--- config.mk ---
export PLATFORM = sky130hd
export DESIGN_NAME = mem_arbiter_flat
export DESIGN_NICKNAME = d
export VERILOG_FILES = /design/src/rtl/mem_arbiter_if.sv /design/src/rtl/mem_arbiter.sv /design/src/flat_wrapper.sv
export SDC_FILE = /design/constraint.sdc
export NUM_CORES = 1
export LEC_CHECK = 0
export CAP_MARGIN = 5
export CORE_AREA = 2 2 287 289
export DETAILED_ROUTE_END_ITERATION = 7
export DIE_AREA = 0 0 289 291
export GPL_TIMING_DRIVEN = 0
export PLACE_DENSITY_LB_ADDON = 0.15
export SYNTH_ARGS = -nofsm -noshare
export SYNTH_HDL_FRONTEND = slang
export SYNTH_SLANG_ARGS = --single-unit
--- constraint.sdc ---
create_clock -name clk -period 1.7 [get_ports clk]
set_input_delay 0.34 -clock clk [delete_from_list [all_inputs] [get_ports clk]]
set_output_delay 0.34 -clock clk [all_outputs]
set_load 0.03 [all_outputs]
--- src/rtl/mem_arbiter_if.sv ---
// Requester, memory and status signals of the two-port line-memory arbiter.
// The arbiter takes the slave modport; the cache/memory environment takes master.
interface mem_arbiter_if #(
    parameter int AW = 28,
    parameter int DW = 128
);
    logic          Req_0;
    logic          Wr_0;
    logic [AW-1:0] A_0;
    logic [DW-1:0] DO_0;
    logic          Req_1;
    logic          Wr_1;
    logic [AW-1:0] A_1;
    logic [DW-1:0] DO_1;
    logic          Rdy_0;
    logic          Rdy_1;
    logic          Err;
    logic [DW-1:0] DI_Out;
    logic          Req_Low;
    logic          Wr_Low;
    logic [AW-1:0] A_Low;
    logic [DW-1:0] DO_Low;
    logic          Rdy_Low;
    logic [DW-1:0] DI_Low;
    logic [1:0]    Grant;
    logic          Busy;

    modport slave (
        input  Req_0, Wr_0, A_0, DO_0,
        input  Req_1, Wr_1, A_1, DO_1,
        input  Rdy_Low, DI_Low,
        output Rdy_0, Rdy_1, Err, DI_Out,
        output Req_Low, Wr_Low, A_Low, DO_Low,
        output Grant, Busy
    );

    modport master (
        output Req_0, Wr_0, A_0, DO_0,
        output Req_1, Wr_1, A_1, DO_1,
        output Rdy_Low, DI_Low,
        input  Rdy_0, Rdy_1, Err, DI_Out,
        input  Req_Low, Wr_Low, A_Low, DO_Low,
        input  Grant, Busy
    );
endinterface

--- src/rtl/mem_arbiter.sv ---
// Two-port (I-cache / D-cache) arbiter onto a single line memory, with
// alternating tie-break, latched request fields and a BUSY timeout.
module mem_arbiter #(
    parameter int Width_of_A_Low    = 28,
    parameter int Memory_Block_Size = 128,
    parameter int TO_W              = 8
) (
    input  logic clk,
    input  logic rst,
    mem_arbiter_if.slave bus
);
    typedef enum logic [1:0] {IDLE, BUSY, DONE} state_t;

    state_t            state;
    logic              last;
    logic [TO_W-1:0]   cnt;

    logic                         pick_1;
    logic                         wr_sel;
    logic [Width_of_A_Low-1:0]    a_sel;
    logic [Memory_Block_Size-1:0] d_sel;

    // Port 1 wins when it is alone, or on a tie when port 0 was served last.
    assign pick_1 = bus.Req_1 && !(bus.Req_0 && last);
    assign wr_sel = pick_1 ? bus.Wr_1 : bus.Wr_0;
    assign a_sel  = pick_1 ? bus.A_1  : bus.A_0;
    assign d_sel  = pick_1 ? bus.DO_1 : bus.DO_0;

    always_ff @(posedge clk or negedge rst) begin
        if (!rst) begin
            state       <= IDLE;
            last        <= 1'b1;
            cnt         <= '0;
            bus.Req_Low <= 1'b0;
            bus.Wr_Low  <= 1'b0;
            bus.A_Low   <= '0;
            bus.DO_Low  <= '0;
            bus.DI_Out  <= '0;
            bus.Rdy_0   <= 1'b0;
            bus.Rdy_1   <= 1'b0;
            bus.Err     <= 1'b0;
            bus.Grant   <= 2'b00;
            bus.Busy    <= 1'b0;
        end else begin
            case (state)
                IDLE: begin
                    if (bus.Req_0 || bus.Req_1) begin
                        state       <= BUSY;
                        bus.Grant   <= pick_1 ? 2'b10 : 2'b01;
                        bus.Req_Low <= 1'b1;
                        bus.Wr_Low  <= wr_sel;
                        bus.A_Low   <= a_sel;
                        bus.DO_Low  <= d_sel;
                        bus.Busy    <= 1'b1;
                        cnt         <= '0;
                    end
                end
                BUSY: begin
                    if (bus.Rdy_Low) begin
                        state       <= DONE;
                        bus.Req_Low <= 1'b0;
                        bus.Wr_Low  <= 1'b0;
                        bus.Rdy_0   <= bus.Grant[0];
                        bus.Rdy_1   <= bus.Grant[1];
                        bus.Err     <= 1'b0;
                        if (!bus.Wr_Low) begin
                            bus.DI_Out <= bus.DI_Low;
                        end
                    end else if (&cnt) begin
                        // Memory never answered: complete with Err, keep old read data.
                        state       <= DONE;
                        bus.Req_Low <= 1'b0;
                        bus.Wr_Low  <= 1'b0;
                        bus.Rdy_0   <= bus.Grant[0];
                        bus.Rdy_1   <= bus.Grant[1];
                        bus.Err     <= 1'b1;
                    end else begin
                        cnt <= cnt + 1'b1;
                    end
                end
                DONE: begin
                    state     <= IDLE;
                    last      <= bus.Grant[1];
                    bus.Rdy_0 <= 1'b0;
                    bus.Rdy_1 <= 1'b0;
                    bus.Err   <= 1'b0;
                    bus.Grant <= 2'b00;
                    bus.Busy  <= 1'b0;
                end
                default: begin
                    state <= IDLE;
                end
            endcase
        end
    end
endmodule
--- src/flat_wrapper.sv ---
// flat-port wrapper written by rule: the top's interface ports become plain ports
module mem_arbiter_flat 
#(
    parameter int Width_of_A_Low    = 28,
    parameter int Memory_Block_Size = 128,
    parameter int TO_W              = 8
)
  (clk, rst, bus_Req_0, bus_Wr_0, bus_A_0, bus_DO_0, bus_Req_1, bus_Wr_1, bus_A_1, bus_DO_1, bus_Rdy_Low, bus_DI_Low, bus_Rdy_0, bus_Rdy_1, bus_Err, bus_DI_Out, bus_Req_Low, bus_Wr_Low, bus_A_Low, bus_DO_Low, bus_Grant, bus_Busy);
  mem_arbiter_if bus_i ();
  input  logic clk;
  input  logic rst;
  input wire logic [$bits(bus_i.Req_0)-1:0] bus_Req_0;
  input wire logic [$bits(bus_i.Wr_0)-1:0] bus_Wr_0;
  input wire logic [$bits(bus_i.A_0)-1:0] bus_A_0;
  input wire logic [$bits(bus_i.DO_0)-1:0] bus_DO_0;
  input wire logic [$bits(bus_i.Req_1)-1:0] bus_Req_1;
  input wire logic [$bits(bus_i.Wr_1)-1:0] bus_Wr_1;
  input wire logic [$bits(bus_i.A_1)-1:0] bus_A_1;
  input wire logic [$bits(bus_i.DO_1)-1:0] bus_DO_1;
  input wire logic [$bits(bus_i.Rdy_Low)-1:0] bus_Rdy_Low;
  input wire logic [$bits(bus_i.DI_Low)-1:0] bus_DI_Low;
  output wire logic [$bits(bus_i.Rdy_0)-1:0] bus_Rdy_0;
  output wire logic [$bits(bus_i.Rdy_1)-1:0] bus_Rdy_1;
  output wire logic [$bits(bus_i.Err)-1:0] bus_Err;
  output wire logic [$bits(bus_i.DI_Out)-1:0] bus_DI_Out;
  output wire logic [$bits(bus_i.Req_Low)-1:0] bus_Req_Low;
  output wire logic [$bits(bus_i.Wr_Low)-1:0] bus_Wr_Low;
  output wire logic [$bits(bus_i.A_Low)-1:0] bus_A_Low;
  output wire logic [$bits(bus_i.DO_Low)-1:0] bus_DO_Low;
  output wire logic [$bits(bus_i.Grant)-1:0] bus_Grant;
  output wire logic [$bits(bus_i.Busy)-1:0] bus_Busy;
  assign bus_i.Req_0 = bus_Req_0;
  assign bus_i.Wr_0 = bus_Wr_0;
  assign bus_i.A_0 = bus_A_0;
  assign bus_i.DO_0 = bus_DO_0;
  assign bus_i.Req_1 = bus_Req_1;
  assign bus_i.Wr_1 = bus_Wr_1;
  assign bus_i.A_1 = bus_A_1;
  assign bus_i.DO_1 = bus_DO_1;
  assign bus_i.Rdy_Low = bus_Rdy_Low;
  assign bus_i.DI_Low = bus_DI_Low;
  assign bus_Rdy_0 = bus_i.Rdy_0;
  assign bus_Rdy_1 = bus_i.Rdy_1;
  assign bus_Err = bus_i.Err;
  assign bus_DI_Out = bus_i.DI_Out;
  assign bus_Req_Low = bus_i.Req_Low;
  assign bus_Wr_Low = bus_i.Wr_Low;
  assign bus_A_Low = bus_i.A_Low;
  assign bus_DO_Low = bus_i.DO_Low;
  assign bus_Grant = bus_i.Grant;
  assign bus_Busy = bus_i.Busy;
  mem_arbiter #(.Width_of_A_Low(Width_of_A_Low), .Memory_Block_Size(Memory_Block_Size), .TO_W(TO_W)) u_core (.clk(clk), .rst(rst), .bus(bus_i));
endmodule
Word level (Yosys, flattened, before mapping):

Index checks and enable logic that the tools add are counted.
Widths: inputs -> output; s select.

* add/subtract/negate cells: 1
* $mul: 0
* div/mod/pow operators: 0
* $lt $le $gt $ge: 0
* eq/ne operators: 6
* shift-type cells: 0
* muxes and demuxes: 30
* bitwise logic cells: 1
* reduce and logical (&&, ||, !) cells: 16

Operators by type and width (number)
* $mux 128: 1
* $mux 28: 1
* $mux 8: 3
* $pmux 8 s2: 1
* $pmux 1 s2: 6
* $mux 1: 11
* $mux 2: 5
* $add 8x1->8 const B: 1
* $pmux 2 s2: 2
* $reduce_and 2->1: 4
* $reduce_and 8->1: 1
* $reduce_and 3->1: 2
* $reduce_bool 2->1: 3
* $ne 2x2->1 const B: 2
* $reduce_and 4->1: 1
* $ne 3x2->1 const B: 1
* $eq 2x1->1 const B: 1
* $eq 2x2->1 const B: 1
* $logic_and 1x1->1: 2
* $logic_not 2->1: 1
* $ne 2x1->1 const B: 1
* $logic_not 1->1: 1
* $logic_or 1x1->1: 1
* $not 1->1: 1

* register bits: 303
* latch bits: 0
* memory bits (writable): 0
* bits in read-only memories: 0
* input port bits: 447
* output and inout bits: 292
* word-level logic and storage cells: 67
* memories kept: 0

Logic depth before layout (Yosys ltp):

* depth after elaboration: 6
* gate-level depth with buffers: 10
* mapped depth without buffers: 6

Worst setup path before layout:

OpenSTA, ideal clock, no wires.

* path kind: register -> register
* from: reg u_core.state[0]
* to: reg u_core.bus.DI_Out[107]
* library setup time: 0.125 ns
* data arrival time: 1.588 ns
* required time: 1.575 ns
* path slack: -0.013 ns
* stages on the path, launching flop included: 7
* buffers on the path: 3
* clock period less this slack: 1.713 ns
* cell sequence: dfrtp_1 -> ha_1 -> buf_2 -> nand3b_1 -> buf_2 -> buf_2 -> mux2_2

* longest elaborated chain between the ends: 2

RTL lines
* start, declared: RTL line mem_arbiter.sv:14 `state_t state;`
* start signal, assigned: RTL line mem_arbiter.sv:31 `state <= IDLE;`
* start signal, assigned: RTL line mem_arbiter.sv:48 `state <= BUSY;`
* start signal, assigned: RTL line mem_arbiter.sv:60 `state <= DONE;`
* $eq 2x1->1: RTL line mem_arbiter.sv:45 `case (state)`
* $reduce_and 3->1 (no line)
* end signal, assigned: RTL line mem_arbiter.sv:67 `bus.DI_Out <= bus.DI_Low;`
* end, declared: RTL line mem_arbiter_if.sv:32 `output Rdy_0, Rdy_1, Err, DI_Out,`

No other way between the ends.
A chain may end at the register's enable or synchronous reset.

Worst setup path in the final report:

* from: reg u_core.state[1]
* to: reg u_core.bus.DI_Out[14]

The elaborated chain is that of the path after synthesis.

==> qor.yml <==
run_status:
  status: "finished with violations"
  violations: "setup timing"
route:
  wl_per_cell_um: 20.6
  drtPass1Iterations: 4
  routed_wl_um: 61900
  drt-initial-drc-count: 298
  vias: 11700
  via_per_inst: 3.88
  final_antenna_net_count: 0
  drc: 0
run:
  drv_cap: 0
final_layout:
  final_cell_mix: "443 x clkdlybuf4s50_1, 301 x dfrtp_1, 146 x mux2i_1"
  area_growth_pct: 95.3
  final_common_cell: "clkdlybuf4s50_1"
  fin_cells: 3011
  nets: 2359
  final_area_um2: 25500
  drive_gt1_share_pct: 38.3
power:
  p_leak_nw: 11.1
  power_w: 0.0508
  power.density_nw_per_um2: 1990
  ir_drop_uv: 755
critical_path:
  cp.required_ns: 2.13
  path_cells: "inv_2, ha_4, nand3b_1, buf_12, buf_16, buf_12, buf_12, mux2_4"
  reg2reg_slack_ns: -0.09
  worst_r2r_endpoint: "u_core.bus.DI_Out[14]$_DFFE_PN0P_"
  r2r_cells: 8
  cp_num_buf_inv: 5
  crit_top_cell: "buf_12"
  endpoint_kind: "flip-flop"
  critPathLaunchType: "flip-flop"
  rr_startpoint: "u_core.state[1]$_DFFE_PN0P_"
  crit_arrival_ns: 2.22
  max_stage_delay_ns: 0.39
  crit_type: "flip-flop to flip-flop"
  crit_slowest_cell: "dfrtp_1"
  critPathTopFamily: "buffers and inverters"
  critPathMaxFanout: 8
synth:
  synthArstFlopShare_pct: 100
  synthTopCellsByArea: "dfrtp_1 58%, mux2i_1 12%, mux2_2 11%, nand2_1 4.8%, o21ai_1 4.6%"
  synthesis.instances: 1060
  ys_ff_latch: 303
  synth_top_area_share_pct: 57.8
  yosysTopAreaCell: "dfrtp_1"
  synthFlopType: "dfrtp_1"
  ys_seq_area_share_pct: 58.0
  syn_nets: 1511
  synth_area_um2: 13100
  synth_edf_count: 0
  synth_cell_types: 42
  yosys_warnings: 0
  synth.avg_cell_area_um2: 12.3
sta:
  tightestPinTransition_ns: 0.617
  finalWorstSetupSlack_ns: -0.0853
  timing.hold.ws_ns: 0.394
  maxSlewViolCount: 0
  finalHoldViolCount: 0
  setup_violations: 56
  min_period_over_period_pct: 105
  slew_headroom_pct: 58.9
  min_period_ns: 1.79
  rsz0062_at_grt: "yes"
  fmax_mhz: 560
  finalClockSkew_ns: 0.0171
clocking:
  clk_pin_slew_worst_paths_ns: 0.06
  cts.sinks: 303
  clk_path_buf_depth: 3
  clk_latency_ns: 0.55
  numCtsBuffers: 41
  cts_root_buffer: "clkbuf_16"
  cts_tree: "done"
  htreeDepth: 2
hold_path:
  hold_path.class: "primary input to asynchronous set/reset pin"
place:
  hpwlAfterDp_um: 45900
  post-place-ws_ns: -1.32
  gp_congestion: 0.809
  numPortBuffers: 738
  placed_cells: 2870
  place_area_um2: 21900
global_routing:
  grt_pass1_wl_um: 87500
  antenna_found_initial: 8
  grt_pass1_vias: 12700
  gr-total-overflow: 0
  grt_use_total_pct: 14.2
  grt_max_degree: 105
floorplanning:
  rows: 105
  ios: 739
  core_area_um2: 81200
  die_area_um2: 84100
  die_h_um: 291
  die_w_um: 289
  initial_utilization_pct: 16.1
[worst register-to-register path, stage by stage (launching register included)]
cell      delay, ns
dfrtp_1        0.39
inv_2          0.11
ha_4           0.15
nand3b_1       0.12
buf_12         0.19
buf_16         0.16
buf_12         0.15
buf_12         0.13
mux2_4         0.29
[flip-flops by register name, summed over array words and instances, names as in the netlist, 2 cells and up]
name / cells
u_core.bus.A_Low: 28
u_core.bus.DI_Out: 128
u_core.bus.DO_Low: 128
u_core.bus.Grant: 2
u_core.cnt: 8
u_core.state: 2
[worst max path at each step]
stage	startpoint	to	slack, ns	cells after the start
3_3_place_gp	rst	u_core.bus.DO_Low[100]$_DFFE_PN0P_	-14.28	1
5_1_grt	u_core.state[0]$_DFFE_PN0P_	u_core.bus.DO_Low[112]$_DFFE_PN0P_	-0.15	10
6_report	u_core.state[1]$_DFFE_PN0P_	u_core.bus.DI_Out[14]$_DFFE_PN0P_	-0.09	8
2_1_floorplan	u_core.state[0]$_DFFE_PN0P_	u_core.bus.DI_Out[107]$_DFFE_PN0P_	-0.01	6
4_1_cts	u_core.state[0]$_DFFE_PN0P_	u_core.bus.DO_Low[106]$_DFFE_PN0P_	-0.23	12
3_5_place_dp	bus_Req_0	u_core.bus.DO_Low[63]$_DFFE_PN0P_	-1.32	5
[cells in the mapped netlist, types with 3 or more instances]
master	n
and3_1	3
dfrtp_1	302
a21oi_1	5
nand2_1	168
buf_8	12
o21ai_0	43
o21ai_1	120
nand2b_1	3
buf_2	24
inv_1	3
buf_6	3
nor2_1	9
mux2i_1	158
nor2b_1	4
nand3_1	4
mux2_2	133
buf_4	13
clkbuf_1	16
ha_1	4
[where the power goes]
part	switching, W	internal (W)	leakage [nW]
registers	0.00230	0.0108	3.68
clock network	0.00345	0.00535	0.670
logic	0.0163	0.0126	6.73
total	0.0220	0.0288	11.1
[area by class of cell]
| class | count | area, um2 |
|---|---|---|
| Fill cell | 8290 | 55700 |
| Timing Repair Buffer | 812 | 8360 |
| Sequential cell | 303 | 7580 |
| Multi-Input combinational cell | 685 | 5910 |
| Tap cell | 1070 | 1340 |
| Clock buffer | 60 | 1200 |
| Buffer | 62 | 955 |
| Clock inverter | 13 | 164 |
| Inverter | 3 | 11.3 |
| Antenna cell | 3 | 7.51 |
[what timing repair did]
action / 4_1_cts / 5_1_grt
hold endpoints to repair: 102 / 0
setup buffers: 50 / 11
gates resized for setup: 878 / 416
endpoints found under the setup margin: 592 / 508
cloned: 29 / 2
hold buffers: 1 / 0
pin swaps: 63 / 57
[per-stage QoR]
stage	TNS, ns	util, %
after CTS	-26.83	31.2
after global placement	-4552.07	26.8
after floorplan	-0.251	-
after global routing	-10.64	31.4
after detailed placement	-250.87	26.9
final	-3.29	31.4
[cell families after synthesis]
logic type	after synthesis	synth area share (%)
AND/OR/NAND/NOR	205	6.55
multiplexers	291	23.6
flip-flops	303	58.0
adder cells (fa/ha/maj)	4	0.383
AO/OA/AOI/OAI	185	7.50
buffers and inverters	72	4.00
[layer usage]
layer	track usage, %	part of all wire, %
met1	15.1	36
met2	26.2	52
met3	5.21	9.3
met4	3.43	2.1
met5	0	0.079
Power figures use the tool's default switching activity.
